**src/rtl/decode_stage_pkg.sv**
```systemverilog
// Shared RV32I constants for the decode stage: datapath width, major
// opcodes, ALU operation codes and the funct3 -> ALU op helper.
package decode_stage_pkg;

    localparam int RV_XLEN = 32;

    // Major opcodes (instr[6:0]); every legal one ends in 2'b11.
    localparam logic [6:0] OPC_LUI      = 7'b0110111;
    localparam logic [6:0] OPC_AUIPC    = 7'b0010111;
    localparam logic [6:0] OPC_JAL      = 7'b1101111;
    localparam logic [6:0] OPC_JALR     = 7'b1100111;
    localparam logic [6:0] OPC_BRANCH   = 7'b1100011;
    localparam logic [6:0] OPC_LOAD     = 7'b0000011;
    localparam logic [6:0] OPC_STORE    = 7'b0100011;
    localparam logic [6:0] OPC_OP_IMM   = 7'b0010011;
    localparam logic [6:0] OPC_OP       = 7'b0110011;
    localparam logic [6:0] OPC_MISC_MEM = 7'b0001111;
    localparam logic [6:0] OPC_SYSTEM   = 7'b1110011;

    // ALU_ADD is zero so a reset bundle reads as a harmless add.
    typedef enum logic [3:0] {
        ALU_ADD    = 4'd0,
        ALU_SUB    = 4'd1,
        ALU_LSL    = 4'd2,
        ALU_LSR    = 4'd3,
        ALU_ASR    = 4'd4,
        ALU_LT     = 4'd5,
        ALU_LTU    = 4'd6,
        ALU_XOR    = 4'd7,
        ALU_OR     = 4'd8,
        ALU_AND    = 4'd9,
        ALU_PASS_1 = 4'd10
    } alu_op_e;

    // alt selects SUB over ADD and ASR over LSR (funct7[5]).
    function automatic alu_op_e alu_from_funct3(input logic [2:0] f3, input logic alt);
        case (f3)
            3'b000:  return alt ? ALU_SUB : ALU_ADD;
            3'b001:  return ALU_LSL;
            3'b010:  return ALU_LT;
            3'b011:  return ALU_LTU;
            3'b100:  return ALU_XOR;
            3'b101:  return alt ? ALU_ASR : ALU_LSR;
            3'b110:  return ALU_OR;
            default: return ALU_AND;
        endcase
    endfunction

endpackage

```
**src/rtl/decode_stage_if.sv**
```systemverilog
// Fetch-side and execute-side handshake plus the decoded bundle.
// master = environment (fetch + execute), slave = the decode stage.
interface decode_stage_if
    import decode_stage_pkg::*;
#(
    parameter int XLEN = RV_XLEN
);
    logic            in_valid;
    logic            in_ready;
    logic [31:0]     in_instr;
    logic [XLEN-1:0] in_pc;
    logic            flush;
    logic            out_valid;
    logic            out_ready;
    logic [3:0]      alu_op;
    logic [4:0]      rs1;
    logic [4:0]      rs2;
    logic [4:0]      rd;
    logic [XLEN-1:0] imm;
    logic            in0_sel_pc;
    logic            in1_sel_imm;
    logic            reg_write;
    logic            is_load;
    logic            is_store;
    logic            is_branch;
    logic            is_jump;
    logic [2:0]      funct3_out;
    logic [XLEN-1:0] out_pc;
    logic            illegal;

    modport master (
        output in_valid, in_instr, in_pc, flush, out_ready,
        input  in_ready, out_valid, alu_op, rs1, rs2, rd, imm, in0_sel_pc,
               in1_sel_imm, reg_write, is_load, is_store, is_branch, is_jump,
               funct3_out, out_pc, illegal
    );

    modport slave (
        input  in_valid, in_instr, in_pc, flush, out_ready,
        output in_ready, out_valid, alu_op, rs1, rs2, rd, imm, in0_sel_pc,
               in1_sel_imm, reg_write, is_load, is_store, is_branch, is_jump,
               funct3_out, out_pc, illegal
    );
endinterface

```
**src/rtl/decode_stage_imm_gen.sv**
```systemverilog
// Combinational immediate extraction for the I/S/B/U/J formats, chosen by
// opcode. Formats without an immediate (OP, FENCE, SYSTEM, unknown) give 0.
module decode_stage_imm_gen
    import decode_stage_pkg::*;
#(
    parameter int XLEN = RV_XLEN
) (
    input  logic [31:0]     i_instr,
    output logic [XLEN-1:0] o_imm
);
    logic [6:0] w_opcode;
    assign w_opcode = i_instr[6:0];

    // Sign bit is always instr[31]; B/J bit 0 and U low 12 bits are zero.
    always_comb begin
        o_imm = '0;
        case (w_opcode)
            OPC_OP_IMM, OPC_JALR, OPC_LOAD:
                o_imm = {{(XLEN-11){i_instr[31]}}, i_instr[30:20]};
            OPC_STORE:
                o_imm = {{(XLEN-11){i_instr[31]}}, i_instr[30:25], i_instr[11:7]};
            OPC_BRANCH:
                o_imm = {{(XLEN-12){i_instr[31]}}, i_instr[7], i_instr[30:25],
                         i_instr[11:8], 1'b0};
            OPC_LUI, OPC_AUIPC:
                o_imm = {{(XLEN-31){i_instr[31]}}, i_instr[30:12], 12'b0};
            OPC_JAL:
                o_imm = {{(XLEN-20){i_instr[31]}}, i_instr[19:12], i_instr[20],
                         i_instr[30:21], 1'b0};
            default:
                o_imm = '0;
        endcase
    end
endmodule

```
**src/rtl/decode_stage.sv**
```systemverilog
// RV32I decode stage: one registered slot between fetch and execute.
// Decodes the incoming word combinationally and captures the bundle on a
// transfer; the slot drains or is replaced in the same cycle with no bubble.
module decode_stage
    import decode_stage_pkg::*;
#(
    parameter int XLEN = RV_XLEN
) (
    input  logic          clk,
    input  logic          rst,
    decode_stage_if.slave bus
);
    logic [6:0]      w_opcode;
    logic [2:0]      w_funct3;
    logic [6:0]      w_funct7;
    logic [4:0]      w_rd_field;
    logic [XLEN-1:0] w_imm;
    logic            w_accept;

    alu_op_e         w_alu_op;
    logic            w_in0_sel_pc, w_in1_sel_imm, w_reg_write;
    logic            w_is_load, w_is_store, w_is_branch, w_is_jump, w_illegal;

    logic            r_valid;
    alu_op_e         r_alu_op;
    logic [4:0]      r_rs1, r_rs2, r_rd;
    logic [XLEN-1:0] r_imm, r_pc;
    logic            r_in0_sel_pc, r_in1_sel_imm, r_reg_write;
    logic            r_is_load, r_is_store, r_is_branch, r_is_jump, r_illegal;
    logic [2:0]      r_funct3;

    assign w_opcode   = bus.in_instr[6:0];
    assign w_rd_field = bus.in_instr[11:7];
    assign w_funct3   = bus.in_instr[14:12];
    assign w_funct7   = bus.in_instr[31:25];

    // Flush discards the incoming word even though in_ready may be high.
    assign bus.in_ready = !r_valid || bus.out_ready;
    assign w_accept     = bus.in_valid && bus.in_ready && !bus.flush;

    decode_stage_imm_gen #(.XLEN(XLEN)) imm_gen (
        .i_instr (bus.in_instr),
        .o_imm   (w_imm)
    );

    // Opcode/funct decode; illegal words collapse to an inert ALU_ADD bundle.
    always_comb begin
        w_alu_op      = ALU_ADD;
        w_in0_sel_pc  = 1'b0;
        w_in1_sel_imm = 1'b0;
        w_reg_write   = 1'b0;
        w_is_load     = 1'b0;
        w_is_store    = 1'b0;
        w_is_branch   = 1'b0;
        w_is_jump     = 1'b0;
        w_illegal     = 1'b0;
        // Any word with bits[1:0] != 2'b11 misses every opcode below.
        case (w_opcode)
            OPC_LUI: begin
                w_alu_op      = ALU_PASS_1;
                w_in1_sel_imm = 1'b1;
                w_reg_write   = 1'b1;
            end
            OPC_AUIPC, OPC_JAL: begin
                w_in0_sel_pc  = 1'b1;
                w_in1_sel_imm = 1'b1;
                w_reg_write   = 1'b1;
                w_is_jump     = (w_opcode == OPC_JAL);
            end
            OPC_JALR: begin
                w_in1_sel_imm = 1'b1;
                w_reg_write   = 1'b1;
                w_is_jump     = 1'b1;
            end
            OPC_BRANCH: begin
                w_is_branch = 1'b1;
                case (w_funct3)
                    3'b000, 3'b001: w_alu_op = ALU_SUB;
                    3'b100, 3'b101: w_alu_op = ALU_LT;
                    3'b110, 3'b111: w_alu_op = ALU_LTU;
                    default:        w_illegal = 1'b1;
                endcase
            end
            OPC_LOAD: begin
                w_in1_sel_imm = 1'b1;
                w_reg_write   = 1'b1;
                w_is_load     = 1'b1;
                w_illegal     = (w_funct3 == 3'b011) || (w_funct3 == 3'b110) ||
                                (w_funct3 == 3'b111);
            end
            OPC_STORE: begin
                w_in1_sel_imm = 1'b1;
                w_is_store    = 1'b1;
                w_illegal     = (w_funct3 > 3'b010);
            end
            OPC_OP_IMM: begin
                // funct7[5] only matters for shifts; ADDI never becomes SUB.
                w_in1_sel_imm = 1'b1;
                w_reg_write   = 1'b1;
                w_alu_op      = alu_from_funct3(w_funct3, (w_funct3 == 3'b101) && w_funct7[5]);
                if (w_funct3 == 3'b001)
                    w_illegal = (w_funct7 != 7'b0000000);
                else if (w_funct3 == 3'b101)
                    w_illegal = (w_funct7 != 7'b0000000) && (w_funct7 != 7'b0100000);
            end
            OPC_OP: begin
                w_reg_write = 1'b1;
                w_alu_op    = alu_from_funct3(w_funct3, w_funct7[5]);
                w_illegal   = !((w_funct7 == 7'b0000000) ||
                                ((w_funct7 == 7'b0100000) &&
                                 ((w_funct3 == 3'b000) || (w_funct3 == 3'b101))));
            end
            OPC_MISC_MEM, OPC_SYSTEM: begin
                // Treated as no-ops: nothing to execute in this pipeline.
            end
            default: w_illegal = 1'b1;
        endcase
        if (w_illegal) begin
            w_alu_op      = ALU_ADD;
            w_in0_sel_pc  = 1'b0;
            w_in1_sel_imm = 1'b0;
            w_reg_write   = 1'b0;
            w_is_load     = 1'b0;
            w_is_store    = 1'b0;
            w_is_branch   = 1'b0;
            w_is_jump     = 1'b0;
        end
        if (w_rd_field == 5'd0)
            w_reg_write = 1'b0;
    end

    // Slot register: reset clears all, flush empties, accept loads, consume drains.
    always_ff @(posedge clk) begin
        if (rst) begin
            r_valid       <= 1'b0;
            r_alu_op      <= ALU_ADD;
            r_rs1         <= '0;
            r_rs2         <= '0;
            r_rd          <= '0;
            r_imm         <= '0;
            r_pc          <= '0;
            r_in0_sel_pc  <= 1'b0;
            r_in1_sel_imm <= 1'b0;
            r_reg_write   <= 1'b0;
            r_is_load     <= 1'b0;
            r_is_store    <= 1'b0;
            r_is_branch   <= 1'b0;
            r_is_jump     <= 1'b0;
            r_illegal     <= 1'b0;
            r_funct3      <= '0;
        end else if (bus.flush) begin
            r_valid <= 1'b0;
        end else if (w_accept) begin
            r_valid       <= 1'b1;
            r_alu_op      <= w_alu_op;
            r_rs1         <= bus.in_instr[19:15];
            r_rs2         <= bus.in_instr[24:20];
            r_rd          <= w_reg_write ? w_rd_field : 5'd0;
            r_imm         <= w_imm;
            r_pc          <= bus.in_pc;
            r_in0_sel_pc  <= w_in0_sel_pc;
            r_in1_sel_imm <= w_in1_sel_imm;
            r_reg_write   <= w_reg_write;
            r_is_load     <= w_is_load;
            r_is_store    <= w_is_store;
            r_is_branch   <= w_is_branch;
            r_is_jump     <= w_is_jump;
            r_illegal     <= w_illegal;
            r_funct3      <= w_funct3;
        end else if (bus.out_ready) begin
            r_valid <= 1'b0;
        end
    end

    assign bus.out_valid   = r_valid;
    assign bus.alu_op      = r_alu_op;
    assign bus.rs1         = r_rs1;
    assign bus.rs2         = r_rs2;
    assign bus.rd          = r_rd;
    assign bus.imm         = r_imm;
    assign bus.out_pc      = r_pc;
    assign bus.in0_sel_pc  = r_in0_sel_pc;
    assign bus.in1_sel_imm = r_in1_sel_imm;
    assign bus.reg_write   = r_reg_write;
    assign bus.is_load     = r_is_load;
    assign bus.is_store    = r_is_store;
    assign bus.is_branch   = r_is_branch;
    assign bus.is_jump     = r_is_jump;
    assign bus.funct3_out  = r_funct3;
    assign bus.illegal     = r_illegal;
endmodule

```
**src/flat_wrapper.sv**
```systemverilog
// flat-port wrapper written by rule: the top's interface ports become plain ports
module decode_stage_flat import decode_stage_pkg::*;
#(
    parameter int XLEN = RV_XLEN
)
  (clk, rst, bus_in_valid, bus_in_instr, bus_in_pc, bus_flush, bus_out_ready, bus_in_ready, bus_out_valid, bus_alu_op, bus_rs1, bus_rs2, bus_rd, bus_imm, bus_in0_sel_pc, bus_in1_sel_imm, bus_reg_write, bus_is_load, bus_is_store, bus_is_branch, bus_is_jump, bus_funct3_out, bus_out_pc, bus_illegal);
  decode_stage_if #(.XLEN(XLEN)) bus_i ();
  input  logic clk;
  input  logic rst;
  input wire logic [$bits(bus_i.in_valid)-1:0] bus_in_valid;
  input wire logic [$bits(bus_i.in_instr)-1:0] bus_in_instr;
  input wire logic [$bits(bus_i.in_pc)-1:0] bus_in_pc;
  input wire logic [$bits(bus_i.flush)-1:0] bus_flush;
  input wire logic [$bits(bus_i.out_ready)-1:0] bus_out_ready;
  output wire logic [$bits(bus_i.in_ready)-1:0] bus_in_ready;
  output wire logic [$bits(bus_i.out_valid)-1:0] bus_out_valid;
  output wire logic [$bits(bus_i.alu_op)-1:0] bus_alu_op;
  output wire logic [$bits(bus_i.rs1)-1:0] bus_rs1;
  output wire logic [$bits(bus_i.rs2)-1:0] bus_rs2;
  output wire logic [$bits(bus_i.rd)-1:0] bus_rd;
  output wire logic [$bits(bus_i.imm)-1:0] bus_imm;
  output wire logic [$bits(bus_i.in0_sel_pc)-1:0] bus_in0_sel_pc;
  output wire logic [$bits(bus_i.in1_sel_imm)-1:0] bus_in1_sel_imm;
  output wire logic [$bits(bus_i.reg_write)-1:0] bus_reg_write;
  output wire logic [$bits(bus_i.is_load)-1:0] bus_is_load;
  output wire logic [$bits(bus_i.is_store)-1:0] bus_is_store;
  output wire logic [$bits(bus_i.is_branch)-1:0] bus_is_branch;
  output wire logic [$bits(bus_i.is_jump)-1:0] bus_is_jump;
  output wire logic [$bits(bus_i.funct3_out)-1:0] bus_funct3_out;
  output wire logic [$bits(bus_i.out_pc)-1:0] bus_out_pc;
  output wire logic [$bits(bus_i.illegal)-1:0] bus_illegal;
  assign bus_i.in_valid = bus_in_valid;
  assign bus_i.in_instr = bus_in_instr;
  assign bus_i.in_pc = bus_in_pc;
  assign bus_i.flush = bus_flush;
  assign bus_i.out_ready = bus_out_ready;
  assign bus_in_ready = bus_i.in_ready;
  assign bus_out_valid = bus_i.out_valid;
  assign bus_alu_op = bus_i.alu_op;
  assign bus_rs1 = bus_i.rs1;
  assign bus_rs2 = bus_i.rs2;
  assign bus_rd = bus_i.rd;
  assign bus_imm = bus_i.imm;
  assign bus_in0_sel_pc = bus_i.in0_sel_pc;
  assign bus_in1_sel_imm = bus_i.in1_sel_imm;
  assign bus_reg_write = bus_i.reg_write;
  assign bus_is_load = bus_i.is_load;
  assign bus_is_store = bus_i.is_store;
  assign bus_is_branch = bus_i.is_branch;
  assign bus_is_jump = bus_i.is_jump;
  assign bus_funct3_out = bus_i.funct3_out;
  assign bus_out_pc = bus_i.out_pc;
  assign bus_illegal = bus_i.illegal;
  decode_stage #(.XLEN(XLEN)) u_core (.clk(clk), .rst(rst), .bus(bus_i));
endmodule
```
**config.mk**
```make
export PLATFORM = sky130hd
export DESIGN_NAME = decode_stage_flat
export DESIGN_NICKNAME = d
export VERILOG_FILES = /design/src/rtl/decode_stage_pkg.sv /design/src/rtl/decode_stage_if.sv /design/src/rtl/decode_stage_imm_gen.sv /design/src/rtl/decode_stage.sv /design/src/flat_wrapper.sv
export SDC_FILE = /design/constraint.sdc
export NUM_CORES = 1
export LEC_CHECK = 0
export ABC_AREA = 1
export ABC_CLOCK_PERIOD_IN_PS = 4800
export BUFFER_PORTS_ARGS = -buffer_cell sky130_fd_sc_hd__clkbuf_2
export CORE_ASPECT_RATIO = 0.75
export CORE_MARGIN = 2
export CORE_UTILIZATION = 52
export CTS_CLUSTER_DIAMETER = 200
export DETAILED_ROUTE_END_ITERATION = 10
export GPL_TIMING_DRIVEN = 0
export MAX_ROUTING_LAYER = met4
export PLACE_DENSITY = 0.81
export RECOVER_POWER = 25
export REMOVE_ABC_BUFFERS = 1
export SLEW_MARGIN = 10
export SYNTH_ARGS = -nofsm -noshare
export SYNTH_HDL_FRONTEND = slang
export SYNTH_SLANG_ARGS = --single-unit
```
**constraint.sdc**
```tcl
create_clock -name clk -period 4.8 [get_ports clk]
set_clock_uncertainty 0.15 [all_clocks]
set_input_delay 0.48 -clock clk [delete_from_list [all_inputs] [get_ports clk]]
set_output_delay 0.48 -clock clk [all_outputs]
set_load 0.02 [all_outputs]
```
==> flow_metrics.tcl, run 1 <==
set metrics [dict create \
    drt_iter0_drc 250 \
    synthCells 591 \
    overflow 0 \
    synth_mux_area_frac 0 \
    crit_path_end_kind "register" \
    cts_tree "built" \
    grt_pass1_vias 3933 \
    cts_buffers 9 \
    place.port_buffers 164 \
    die_h_um 80.6 \
    ir_worst_vdd_v 0.000181 \
    final_util 0.678 \
    path_class "in -> reg" \
    ys_warn_count 0 \
    synth_compound_gate_area_share 0.174 \
    dr_total_vias 4368 \
    die_area_um2 8550 \
    track_usage 0.274 \
    die_w_um 106 \
    min_path_type "in -> reg" \
    cts_num_sinks 95 \
    final_hold_viol_count 0 \
    ys_ff_latch 95 \
    combinationalPowerShare 0.137 \
    drc 0 \
    reg2reg_slack_ns 2.33 \
    cap_violations 1 \
    min_to "u_core.bus.out_valid" \
    max_freq_mhz 314 \
    synth_area_per_cell_um2 6.88 \
    dpl.hpwl_um 8000 \
    routedWlPerCell_um 13.5 \
    pin_count 165 \
    cts_resized 0 \
    p_sw_uw 464 \
    postCtsSetupBuffers 0 \
    routabilityCongestion 0.910 \
    internal_power_mw 1.10 \
    synth-simple-area-share 0.289 \
    synth_area_um2 4070 \
    p_leak_nw 2.38 \
    synth-xor-area-share 0 \
    fin_crit_ns 3.18 \
    period_share 0.663 \
    seqPwrFrac 0.534 \
    hold_depth 2 \
    r2r_end "u_core.bus.alu_op[1]" \
    drive_above_1_share 0.206 \
    firstDrtPassIters 5 \
    netSwitchingFraction 0.298 \
    initial_core_util 0.545 \
    synthAdderAreaFrac 0 \
    wl_um 11300 \
    cts_root_buffer "clkbuf_8" \
    ys_types 26 \
    ys_seq_area_frac 0.468 \
    violations "max-capacitance violations, max-slew violations" \
    detail-route-antenna-nets 0 \
    nNetsFinal 805 \
    worstPathRequired_ns 4.91 \
    grt_first_pass_wirelength_um 18200 \
    arrival_ns 3.29 \
    status "finished with violations" \
    clkPwrFrac 0.328 \
    row_count 27 \
    area_delta_synth_final_pct 24.5 \
    antenna_found_initial 0 \
    setup_viol 0 \
    synth_top_family_by_area "simple AND/OR/NAND/NOR gates" \
    avgViaCountPerCell 5.19 \
    diodes 0 \
    path_max_fanout 49 \
    rr_worst_depth 8 \
    cts_hold_buf 0 \
    coreArea_um2 7470 \
    min_from "bus_flush" \
    clkTransAtPathRegs_ns 0.10 \
    htreeDepth 3 \
    timing.rr.start "u_core.bus.out_valid" \
    grt_setup_unrepaired "false" \
    tns_ns 0 \
    clock_path_buffers 2 \
    insertion_delay_ns 0.36 \
    slew_violations 48 \
    startpoint_type "input port" \
    max_slew_margin -0.459 \
    grt_max_degree 91 \
    power.density_nw_per_um2 308 \
    tightest_slew_ns 2.19 \
]
critical path: stages:
cell and delay, ns:
clkbuf_1 1.52, inv_2 0.87, o21ai_0 0.32, nor2_1 0.06
synth_stat cells:
master | instances | share of area
o31ai_1 | 1 | 0.0018
buf_2 | 6 | 0.0074
nand4_1 | 7 | 0.011
nor4_1 | 2 | 0.0031
a31o_2 | 1 | 0.0022
inv_2 | 5 | 0.0046
inv_1 | 33 | 0.030
a211oi_1 | 1 | 0.0018
o21ai_0 | 70 | 0.086
o211ai_1 | 2 | 0.0037
a21oi_4 | 1 | 0.0040
nor2_4 | 2 | 0.0055
clkbuf_1 | 25 | 0.023
buf_6 | 1 | 0.0028
a21oi_1 | 57 | 0.070
nand3_2 | 1 | 0.0025
nand3_1 | 18 | 0.022
nand2_2 | 4 | 0.0062
buf_1 | 1 | 0.00092
o22ai_1 | 3 | 0.0046
dfxtp_1 | 95 | 0.47
nor2_2 | 1 | 0.0015
nor2_1 | 107 | 0.099
nand2_1 | 142 | 0.13
nor3_1 | 4 | 0.0049
nor3_2 | 1 | 0.0025
metal layers:
layer | part of all wire | vias up | GRT usage
met5 | 0 | - | -
met4 | 0.017 | 0 | 0.0882
met1 | 0.47 | 1997 | 0.356
li1 | - | 2196 | -
met2 | 0.45 | 156 | 0.426
met3 | 0.069 | 19 | 0.0641
cell type report:
| type | count | area, µm² |
|---|---|---|
| Fill cell | 725 | 2400 |
| Sequential cell | 95 | 1900 |
| Multi-Input combinational cell | 425 | 1890 |
| Timing Repair Buffer | 167 | 807 |
| Inverter | 38 | 145 |
| Clock buffer | 10 | 138 |
| Tap cell | 101 | 126 |
| Clock inverter | 6 | 53.8 |
cells by family (layout without fill, tap and decap cells):
family          Yosys count  after routing
simple gates            289            289
buf+inv                  71            221
compound gates          136            136
flops                    95             95
sequential cells by signal (all words and copies together) (netlist names):
signal	count
u_core.bus.illegal	1
u_core.bus.rs2	5
u_core.bus.out_valid	1
u_core.bus.is_branch	1
u_core.bus.is_jump	1
u_core.bus.imm	32
u_core.bus.is_store	1
u_core.bus.funct3_out	3
u_core.bus.out_pc	32
u_core.bus.reg_write	1
u_core.bus.in0_sel_pc	1
u_core.bus.in1_sel_imm	1
u_core.bus.rs1	5
u_core.bus.rd	5
u_core.bus.alu_op	4
u_core.bus.is_load	1
cells in the final DEF, fill, tap and decap left out:
| cell type | instances |
|---|---|
| clkbuf_1 | 47 |
| o21ai_0 | 70 |
| clkinv_4 | 1 |
| inv_4 | 1 |
| nor2_2 | 1 |
| nand4_1 | 7 |
| inv_1 | 32 |
| dfxtp_1 | 95 |
| nand3_1 | 18 |
| nor2_1 | 107 |
| nand2_2 | 4 |
| a21oi_1 | 57 |
| nor4_1 | 2 |
| buf_8 | 3 |
| inv_8 | 2 |
| a31o_2 | 1 |
| a21oi_4 | 1 |
| nor3_1 | 4 |
| nor2_4 | 2 |
| clkinvlp_4 | 3 |
| nor3_4 | 1 |
| nand2_1 | 142 |
| clkbuf_2 | 117 |
| clkbuf_8 | 10 |
| o31ai_1 | 1 |
| o211ai_1 | 2 |
| o22ai_1 | 3 |
| inv_2 | 5 |
| nand3_2 | 1 |
| a211oi_1 | 1 |
power groups by stage:
| stage | registers (mW) | clock network, mW | logic, mW |
|---|---|---|---|
| floorplan | 0.888 | 0 | 0.0782 |
| global placement | 0.849 | 0 | 0.209 |
| detailed placement | 0.851 | 0 | 0.218 |
| CTS | 0.833 | 0.522 | 0.218 |
| global route | 0.837 | 0.552 | 0.236 |
| finish | 0.833 | 0.512 | 0.214 |
worst max-delay path by stage:
stage,from,endpoint,cells past startpoint
after floorplan,bus_in_valid,u_core.bus.alu_op[2],6
after global placement,bus_in_valid,u_core.bus.alu_op[2],7
after detailed placement,rst,u_core.bus.rd[4],4
after CTS,rst,u_core.bus.rd[4],4
after global routing,rst,u_core.bus.out_pc[29],4
final,rst,u_core.bus.out_pc[3],4
stage by stage:
step	cell area, µm²	hold slack [ns]	worst slack, ns	total power, mW	cells
4_1_cts	5120	0.166	2.28	1.57	842
6_report	5060	0.175	1.62	1.56	842
2_1_floorplan	3930	0.389	0.0525	0.966	558
3_5_place_dp	4930	0.305	1.89	1.07	826
5_1_grt	5060	0.165	1.30	1.63	842
3_3_place_gp	4880	0.302	-2.37	1.06	823
Power figures use the tool's default switching activity.
==> run 2, diff against run 1 <==
ABC_CLOCK_PERIOD_IN_PS = 3200   (was 4800)
CORE_UTILIZATION = 48   (was 52)
PLACE_DENSITY = 0.76   (was 0.81)
clock period = 3.2 ns   (was 4.8 ns; I/O delays follow)
==> run 2 against run 1 <==
Compared with the run above:
- the flow now finishes without violations
- combinational power is 50% higher
- sequential power rose by 50%
- non-clock buffer count is the same
- sequential share of layout area down 0.80 points
- wire length up 1.2%
- setup slack lost 0.92 ns
- first-iteration DRC count is 36% higher
- total power rose by 68%
- flip-flop and latch count unchanged
- clock power grew 100%
- hold slack got worse by 0.12 ns
==> flow_metrics.tcl, run 2 (synthesized netlist as in run 1, its figures left out) <==
set metrics [dict create \
    postCtsSetupBuffers 0 \
    final_hold_viol_count 0 \
    drc 0 \
    dp.cells 833 \
    antenna_found_initial 0 \
    diodes 0 \
    cts_resized 0 \
    dp_slack_ns 0.397 \
    drt_iter0_drc 341 \
    nNetsFinal 805 \
    cts_hold_buf 0 \
    final_area_um2 5170 \
    routabilityCongestion 0.891 \
    p_leak_nw 2.43 \
    place.port_buffers 164 \
    status "finished, final reports clean" \
    placed_area_um2 4940 \
    die_area_um2 9230 \
    wl_um 11500 \
    pin_count 165 \
    setup_viol 0 \
    coreArea_um2 8350 \
    r2r_end "u_core.bus.alu_op[2]" \
    dpl.hpwl_um 8010 \
    crit_path_start "u_core.bus.out_valid" \
    grt_setup_unrepaired "false" \
    grt_pass1_vias 3908 \
    overflow 0 \
    power.density_nw_per_um2 506 \
    min_path_type "in -> reg" \
    path_class "reg -> reg" \
    htreeDepth 3 \
    cap_violations 0 \
    reg2reg_slack_ns 0.70 \
    die_w_um 110 \
    slew_violations 0 \
    worstPathRequired_ns 3.30 \
    area_delta_synth_final_pct 27.2 \
    rr_worst_depth 8 \
    die_h_um 83.7 \
    path_max_fanout 90 \
    crit_path_end_kind "register" \
    timing.rr.start "u_core.bus.out_valid" \
    period_share 0.780 \
    firstDrtPassIters 4 \
    initial_core_util 0.487 \
    arrival_ns 2.60 \
    finalNonFillerCells 849 \
    final_common_cell "nand2_1" \
    startpoint_type "register" \
    fin_crit_ns 2.50 \
    endpoint "u_core.bus.alu_op[2]" \
    cts_buffers 9 \
    max_slew_margin 0.314 \
    finalWorstSetupSlack_ns 0.703 \
    cts_num_sinks 95 \
    final_cell_mix "nand2_1 (142), clkbuf_2 (118), nor2_1 (107)" \
    dr_total_vias 4332 \
    grt_max_degree 91 \
    insertion_delay_ns 0.34 \
    fin_total_pwr_mw 2.61 \
    grt_first_pass_wirelength_um 18400 \
    routedWlPerCell_um 13.5 \
    cts_tree "built" \
    drive_above_1_share 0.208 \
    row_count 29 \
    track_usage 0.260 \
    avgViaCountPerCell 5.10 \
    detail-route-antenna-nets 0 \
    tightest_slew_ns 1.03 \
    clkTransAtPathRegs_ns 0.07 \
    final_util 0.620 \
    cts_root_buffer "clkbuf_16" \
    ir_worst_vdd_v 0.000365 \
    max_freq_mhz 400 \
    clock_path_buffers 2 \
]
[run 2: changes by cell type in the layout (fill, tap and decap cells not counted)]
| cell | previous run | this run |
|---|---|---|
| clkbuf_1 | 47 | 46 |
| clkinvlp_4 | 3 | 1 |
| inv_6 | 0 | 3 |
| inv_8 | 2 | 0 |
| clkinv_2 | 0 | 1 |
| clkinv_4 | 1 | 0 |
| clkbuf_8 | 10 | 2 |
| clkbuf_2 | 117 | 118 |
| clkbuf_16 | 0 | 9 |
[run 2: how the worst min path moves through the flow]
stage | endpoint | start | cells after the start | slack, ns
floorplan | u_core.bus.alu_op[0] | rst | 1 | 0.24
global placement | u_core.bus.imm[19] | u_core.bus.imm[19] | 2 | 0.30
detailed placement | u_core.bus.alu_op[3] | u_core.bus.alu_op[3] | 2 | 0.31
CTS | u_core.bus.out_pc[2] | bus_in_pc[2] | 3 | 0.05
global route | u_core.bus.out_pc[7] | bus_in_pc[7] | 3 | 0.05
finish | u_core.bus.out_pc[7] | bus_in_pc[7] | 3 | 0.05
[run 2: final cells by class]
| type | instances | area [µm²] |
|---|---|---|
| tap | 108 | 135 |
| clock buffer | 11 | 253 |
| fill | 800 | 3170 |
| multi-input combinational | 425 | 1890 |
| clock inverter | 5 | 38.8 |
| inverter | 38 | 145 |
| sequential | 95 | 1900 |
| timing repair buffer | 167 | 808 |
[run 2: routing by layer]
metal / track usage / share of wire / vias to the layer above
met3: 0.0679 / 0.080 / 14
met1: 0.338 / 0.46 / 1956
met2: 0.402 / 0.44 / 157
met5: - / 0 / -
li1: - / - / 2205
met4: 0.0693 / 0.012 / 0
[run 2: where the power goes]
part,switching [mW],total (mW),internal [mW]
Combinational,0.222,0.321,0.0992
Clock,0.466,1.04,0.577
Sequential,0.0221,1.25,1.23
Total,0.711,2.61,1.90
[run 2: per-stage QoR]
step | hold WS [ns] | TNS [ns]
floorplan | 0.239 | -106.19
global placement | 0.303 | -326.71
detailed placement | 0.306 | 0
CTS | 0.0465 | 0
global route | 0.0470 | 0
finish | 0.0520 | 0
[run 2: worst max-delay path, cell delays in order (launching register included)]
cell and delay, ns:
dfxtp_1 0.32, inv_1 0.05, nor2_1 0.06, nor3_4 0.67
buf_8 0.26, inv_4 0.29, nor2_1 0.31, nand3_1 0.11
a21oi_1 0.14
